<file path="config.mk">
export PLATFORM = sky130hd
export DESIGN_NAME = fp_add_sequencer
export DESIGN_NICKNAME = d
export VERILOG_FILES = /design/src/rtl/fp_add_sequencer.sv
export SDC_FILE = /design/constraint.sdc
export NUM_CORES = 1
export LEC_CHECK = 0
export ABC_AREA = 1
export CAP_MARGIN = 20
export CORE_AREA = 2 2 150 152
export DETAILED_ROUTE_END_ITERATION = 10
export DIE_AREA = 0 0 152 154
export PLACE_DENSITY = 0.86
export SLEW_MARGIN = 15
export SYNTH_ARGS = -nofsm -noshare
export SYNTH_HDL_FRONTEND = slang
export SYNTH_SLANG_ARGS = --single-unit
</file>
<file path="constraint.sdc">
create_clock -name clk -period 4.9 [get_ports clk]
set_clock_uncertainty 0.05 [all_clocks]
set_input_delay 0.98 -clock clk [delete_from_list [all_inputs] [get_ports clk]]
set_output_delay 0.98 -clock clk [all_outputs]
set_load 0.02 [all_outputs]
</file>
<file path="src/rtl/fp_add_sequencer.sv">
// ============================================================================
// fp_add_sequencer : iterative IEEE-754 binary32 adder (compare/align/add/norm)
// Rev 1.0
// ============================================================================
`default_nettype none

module fp_add_sequencer #(
  parameter int EXP_W = 8,
  parameter int MAN_W = 23
) (
  input  logic                     clk,
  input  logic                     rst,
  input  logic                     in_valid,
  output logic                     in_ready,
  input  logic [EXP_W+MAN_W:0]     in_a,
  input  logic [EXP_W+MAN_W:0]     in_b,
  output logic                     out_valid,
  input  logic                     out_ready,
  output logic [EXP_W+MAN_W:0]     out_result,
  output logic                     out_overflow
);

  localparam int WIDTH = 1 + EXP_W + MAN_W;
  localparam int SIG_W = MAN_W + 1;
  localparam int SUM_W = MAN_W + 2;

  localparam logic [2:0] S_IDLE  = 3'd0;
  localparam logic [2:0] S_CMP   = 3'd1;
  localparam logic [2:0] S_ALIGN = 3'd2;
  localparam logic [2:0] S_ADD   = 3'd3;
  localparam logic [2:0] S_NORM  = 3'd4;
  localparam logic [2:0] S_DONE  = 3'd5;

  localparam logic [EXP_W-1:0] C_EXP_ONES  = '1;
  localparam logic [EXP_W-1:0] C_EXP_ONE   = {{(EXP_W-1){1'b0}}, 1'b1};
  localparam logic [EXP_W-1:0] C_ALIGN_MAX = EXP_W'(MAN_W + 2);
  localparam logic [WIDTH-1:0] C_QNAN      = {1'b0, C_EXP_ONES, 1'b1, {(MAN_W-1){1'b0}}};

  logic [2:0]       state_q, state_d;
  logic [WIDTH-1:0] a_q, a_d, b_q, b_d;
  logic             sign_q, sign_d, sub_q, sub_d;
  logic [EXP_W-1:0] exp_q, exp_d, shift_cnt_q, shift_cnt_d;
  logic [SIG_W-1:0] big_sig_q, big_sig_d, small_sig_q, small_sig_d;
  logic [SUM_W-1:0] sum_q, sum_d;
  logic [WIDTH-1:0] result_q, result_d;
  logic             ovf_q, ovf_d;

  // Operand decode, consumed in CMP
  logic             w_a_ge_b;
  logic [WIDTH-1:0] w_big, w_small;
  logic [EXP_W-1:0] w_big_exp, w_small_exp, w_a_exp, w_b_exp;
  logic             w_a_nan, w_b_nan, w_a_inf, w_b_inf, w_special;
  logic [WIDTH-1:0] w_special_res;

  assign w_a_ge_b    = a_q[WIDTH-2:0] >= b_q[WIDTH-2:0];
  assign w_big       = w_a_ge_b ? a_q : b_q;
  assign w_small     = w_a_ge_b ? b_q : a_q;
  assign w_big_exp   = w_big[WIDTH-2:MAN_W];
  assign w_small_exp = w_small[WIDTH-2:MAN_W];
  assign w_a_exp     = a_q[WIDTH-2:MAN_W];
  assign w_b_exp     = b_q[WIDTH-2:MAN_W];
  assign w_a_nan     = (w_a_exp == C_EXP_ONES) && (a_q[MAN_W-1:0] != '0);
  assign w_b_nan     = (w_b_exp == C_EXP_ONES) && (b_q[MAN_W-1:0] != '0);
  assign w_a_inf     = (w_a_exp == C_EXP_ONES) && (a_q[MAN_W-1:0] == '0);
  assign w_b_inf     = (w_b_exp == C_EXP_ONES) && (b_q[MAN_W-1:0] == '0);
  assign w_special   = (w_a_exp == C_EXP_ONES) || (w_b_exp == C_EXP_ONES);

  always_comb begin
    if (w_a_nan || w_b_nan || (w_a_inf && w_b_inf && (a_q[WIDTH-1] != b_q[WIDTH-1])))
      w_special_res = C_QNAN;
    else if (w_a_inf)
      w_special_res = {a_q[WIDTH-1], C_EXP_ONES, {MAN_W{1'b0}}};
    else
      w_special_res = {b_q[WIDTH-1], C_EXP_ONES, {MAN_W{1'b0}}};
  end

  // Normalisation decode, consumed in NORM
  logic             w_sum_zero, w_sum_carry, w_sum_norm, w_exp_gt1;
  logic [EXP_W-1:0] w_exp_inc;

  assign w_sum_zero  = (sum_q == '0);
  assign w_sum_carry = sum_q[SUM_W-1];
  assign w_sum_norm  = sum_q[MAN_W];
  assign w_exp_gt1   = exp_q > C_EXP_ONE;
  assign w_exp_inc   = exp_q + C_EXP_ONE;

  always_ff @(posedge clk) begin
    if (rst) state_q <= S_IDLE;
    else     state_q <= state_d;
  end

  always_comb begin
    state_d = state_q;
    case (state_q)
      S_IDLE:  if (in_valid) state_d = S_CMP;
      S_CMP: begin
        if (w_special)                    state_d = S_DONE;
        else if (w_big_exp != w_small_exp) state_d = S_ALIGN;
        else                              state_d = S_ADD;
      end
      S_ALIGN: if (shift_cnt_q >= C_ALIGN_MAX || shift_cnt_q == C_EXP_ONE) state_d = S_ADD;
      S_ADD:   state_d = S_NORM;
      S_NORM:  if (w_sum_zero || w_sum_carry || w_sum_norm || !w_exp_gt1) state_d = S_DONE;
      S_DONE:  if (out_ready) state_d = S_IDLE;
      default: state_d = S_IDLE;
    endcase
  end

  always_comb begin
    in_ready     = (state_q == S_IDLE);
    out_valid    = (state_q == S_DONE);
    out_result   = result_q;
    out_overflow = ovf_q;
  end

  always_comb begin
    a_d         = a_q;
    b_d         = b_q;
    sign_d      = sign_q;
    sub_d       = sub_q;
    exp_d       = exp_q;
    shift_cnt_d = shift_cnt_q;
    big_sig_d   = big_sig_q;
    small_sig_d = small_sig_q;
    sum_d       = sum_q;
    result_d    = result_q;
    ovf_d       = ovf_q;
    case (state_q)
      S_IDLE: begin
        if (in_valid) begin
          a_d = in_a;
          b_d = in_b;
        end
      end
      S_CMP: begin
        sign_d      = w_big[WIDTH-1];
        sub_d       = a_q[WIDTH-1] ^ b_q[WIDTH-1];
        exp_d       = w_big_exp;
        shift_cnt_d = w_big_exp - w_small_exp;
        big_sig_d   = (w_big_exp == '0)   ? '0 : {1'b1, w_big[MAN_W-1:0]};
        small_sig_d = (w_small_exp == '0) ? '0 : {1'b1, w_small[MAN_W-1:0]};
        if (w_special) begin
          result_d = w_special_res;
          ovf_d    = 1'b0;
        end
      end
      S_ALIGN: begin
        if (shift_cnt_q >= C_ALIGN_MAX) begin
          small_sig_d = '0;
          shift_cnt_d = '0;
        end else begin
          small_sig_d = small_sig_q >> 1;
          shift_cnt_d = shift_cnt_q - C_EXP_ONE;
        end
      end
      S_ADD: begin
        // Big has the larger magnitude, so the difference never goes negative
        sum_d = sub_q ? ({1'b0, big_sig_q} - {1'b0, small_sig_q})
                      : ({1'b0, big_sig_q} + {1'b0, small_sig_q});
      end
      S_NORM: begin
        if (w_sum_zero) begin
          result_d = '0;
          ovf_d    = 1'b0;
        end else if (w_sum_carry) begin
          if (w_exp_inc == C_EXP_ONES) begin
            result_d = {sign_q, C_EXP_ONES, {MAN_W{1'b0}}};
            ovf_d    = 1'b1;
          end else begin
            result_d = {sign_q, w_exp_inc, sum_q[MAN_W:1]};
            ovf_d    = 1'b0;
          end
        end else if (w_sum_norm) begin
          result_d = {sign_q, exp_q, sum_q[MAN_W-1:0]};
          ovf_d    = 1'b0;
        end else if (w_exp_gt1) begin
          sum_d = sum_q << 1;
          exp_d = exp_q - C_EXP_ONE;
        end else begin
          result_d = {sign_q, {(WIDTH-1){1'b0}}};
          ovf_d    = 1'b0;
        end
      end
      default: ;
    endcase
  end

  always_ff @(posedge clk) begin
    if (rst) begin
      a_q         <= '0;
      b_q         <= '0;
      sign_q      <= 1'b0;
      sub_q       <= 1'b0;
      exp_q       <= '0;
      shift_cnt_q <= '0;
      big_sig_q   <= '0;
      small_sig_q <= '0;
      sum_q       <= '0;
      result_q    <= '0;
      ovf_q       <= 1'b0;
    end else begin
      a_q         <= a_d;
      b_q         <= b_d;
      sign_q      <= sign_d;
      sub_q       <= sub_d;
      exp_q       <= exp_d;
      shift_cnt_q <= shift_cnt_d;
      big_sig_q   <= big_sig_d;
      small_sig_q <= small_sig_d;
      sum_q       <= sum_d;
      result_q    <= result_d;
      ovf_q       <= ovf_d;
    end
  end

endmodule

`default_nettype wire

</file>
==> flow_summary.toml <==
[status]
run_status = "finished, final reports clean"

[clocking]
cts_tree = "done"
postCtsResizedCells = 0
clock_insertion_delay_worst_skew_ns = 0.45
post_cts_buffers = 0
cts.clk_slew.worst_paths_ns = 0.07
holdBufCountCts = 0
numCtsBuffers = 17
htree_num_levels = 4
cts_buffer_depth = 2
clkSinkCount = 191
cts-root-buf = "clkbuf_16"

[worst_setup_path]
r2r_cells = 20
critPathLaunch = "small_sig_q[1]"
critical_path.startpoint_type = "register"
cp_data_arrival_time_ns = 4.22
crit_fanout = 5
critical_path.reg2reg.startpoint = "small_sig_q[1]"
crit_path_end_kind = "register"
timing.setup.critical_path_class = "register to register"
critPathRequiredTime_ns = 5.22

[synth]
ys_seq_area_frac = 0.325
syn-cell-area_mm2 = 0.0118
yosys_register_bits = 191
synthCells = 1710
share_of_async_settable_or_async_resettable_flops_after_synthesis = 0
ys_dominant_reg_cell = "dfxtp_1"
syn_area_per_cell_um2 = 6.89
post_synth_num_cell_types = 48
synthesis.yosys.warnings = 0
synth-edff-count = 0
postSynthNetCount = 1842

[global_route]
grt_first_pass_wirelength_um = 51700
grt_start_max_net_pins = 112
number_of_global_route_vias_before_repair = 10700
grt.total_usage = 0.262
antenna_found_initial = 0
grt_overflow_total = 0

[worst_hold_path]
min-delay-path-class = "register to register"
hold_path_startpoint = "out_result[1]"
hold_depth = 2

[die]
pin_count = 103
dieHeight_um = 154
floorplan.core_area_mm2 = 0.0217
chipWidth_um = 152
floorplan.initialDensity = 0.543
row_count = 54
dieArea_mm2 = 0.0234

[drt]
route.vias.total = 11800
drt_iter0_markers = 985
finalWirelength_um = 31200
route.detailed.wl_per_inst_um = 15.2
drt_pre_antenna_iters = 6
post-route-drc-count = 0
drtAntennaViolNets = 0
routed_via_density = 5.75

[placement]
gp_routability_congestion = 0.933
dp_hpwl_um = 23300
port-buffer-count = 102

[final_layout]
multi_input_area_mm2 = 0.00679
layout-area-overhead-vs-synth_pct = 14.5
antenna_cells = 0
register_area_mm2 = 0.00382
post_route_cells_drive_above_1_share = 0.0479
final_net_count = 1893
final.fill_count = 1939

[sta]
min_period_over_period = 0.796
max_slew.worst_pin.slew_ns = 0.938
setup_viol_count_final = 0
final_max_slew_viol_count = 0
finalSetupTns_ns = 0
period_needed_ns = 3.90
timing.slew.headroom = 0.375
grt_setup_unrepaired = "false"
final_hold_viol_count = 0
fmax_mhz = 257

[job]
max_cap_violations = 0
-- critical path, stage by stage (launching register included) --
cell     delay (ns)
dfxtp_1        0.31
inv_1          0.10
ha_1           0.18
inv_1          0.04
nor2_1         0.17
nand4_1        0.13
nor3_1         0.38
nand4_1        0.23
nor2_1         0.19
nand4_1        0.13
nand2_1        0.10
xor2_1         0.17
ha_1           0.31
a21oi_1        0.19
o21ai_0        0.12
a21oi_1        0.14
nand3_1        0.21
a31o_2         0.27
a21oi_1        0.11
o21ai_0        0.13
a21oi_1        0.15
-- state kept, by name (all words and copies together), names as in the netlist --
register	cells
out_result	32
out_overflow	1
sum_q	25
sign_q	1
exp_q	8
b_q	32
sub_q	1
small_sig_q	24
shift_cnt_q	8
big_sig_q	24
state_q	3
a_q	32
-- layout make-up --
cell class,instances,share of cell area
multi-input cells,1224,0.504
flip-flops and latches,191,0.284
repair buffers,117,0.0837
inverters,210,0.0585
clock buffers,17,0.0316
well taps,280,0.0260
clock inverters,15,0.0127
-- layout by cell type, fill, tap and decap left out, drive strengths merged, types with 7 or more instances in the layout --
cell type / n
clkbuf: 17
inv: 216
xor2: 36
a221oi: 18
nand3: 62
clkdlybuf4s50: 101
nand3b: 23
a22oi: 7
dfxtp: 191
a21oi: 232
buf: 16
ha: 63
o211ai: 25
nor2: 107
o21a: 23
nand2: 298
nor4: 13
nand4: 25
o21ai: 207
o22ai: 26
nor3: 16
-- metrics by stage --
step | utilization | instances | hold slack (ns) | worst slack (ns) | instance area (um^2)
after floorplan | - | 1710 | 0.395 | 1.47 | 11800
after global placement | 0.594 | 2021 | 0.402 | 1.16 | 12900
after detailed placement | 0.594 | 2021 | 0.407 | 1.08 | 12900
after CTS | 0.621 | 2053 | 0.419 | 1.04 | 13500
after global routing | 0.621 | 2054 | 0.434 | 0.440 | 13500
final | 0.621 | 2054 | 0.418 | 1.00 | 13500
-- layer usage --
layer | global-route usage | share of wire
met1 | 0.358 | 0.45
met2 | 0.423 | 0.45
met3 | 0.0454 | 0.073
met4 | 0.0828 | 0.025
met5 | 0 | 0
-- cells by family (layout without fill, tap and decap cells) --
kind of cell / after synthesis / after routing / share of synthesized area
and+or+nand+nor: 550 / 550 / 0.207
DFF: 191 / 191 / 0.325
xor gates and xnor gates: 42 / 42 / 0.0312
AOI/OAI and AO/OA: 568 / 568 / 0.270
adders and majority gates: 64 / 64 / 0.0687
buffers and inverters: 295 / 359 / 0.0993
-- final timing paths --
path	to	slack (ns)
max	sum_q[21]	1.00
max reg2reg	sum_q[21]	1.00
min reg2reg	out_result[1]	0.42
min	out_result[1]	0.42
-- synth_stat cells (2+ instances only) --
library cell	instances	area share
nand2_1	292	0.093
ha_1	63	0.067
nand4_1	24	0.013
nand2_2	6	0.0032
inv_2	5	0.0016
o22ai_1	26	0.014
buf_6	4	0.0038
a31oi_1	6	0.0032
a211oi_1	6	0.0038
nand3b_1	23	0.015
nor3_1	14	0.0060
clkbuf_1	62	0.020
nor2_2	3	0.0016
o21a_1	23	0.015
o21ai_2	3	0.0022
o31ai_1	2	0.0013
o211ai_1	25	0.016
nor3_2	2	0.0017
nand3_1	62	0.026
nor2_1	103	0.033
dfxtp_1	191	0.32
buf_2	13	0.0055
o21ai_0	200	0.085
a21o_1	6	0.0038
buf_4	4	0.0026
nor4_2	2	0.0021
o21ai_1	4	0.0017
or2_2	6	0.0032
o21bai_1	4	0.0026
xnor2_1	6	0.0045
a22oi_1	7	0.0045
a221oi_1	18	0.013
nor4_1	10	0.0053
clkinv_1	3	0.00096
a31o_2	2	0.0015
buf_1	2	0.00064
inv_1	202	0.064
a21oi_1	231	0.098
xor2_1	36	0.027
Power is left out: the tool's default activity adds up to more than one toggle a clock period on the data nets, which glitch-free logic cannot reach.
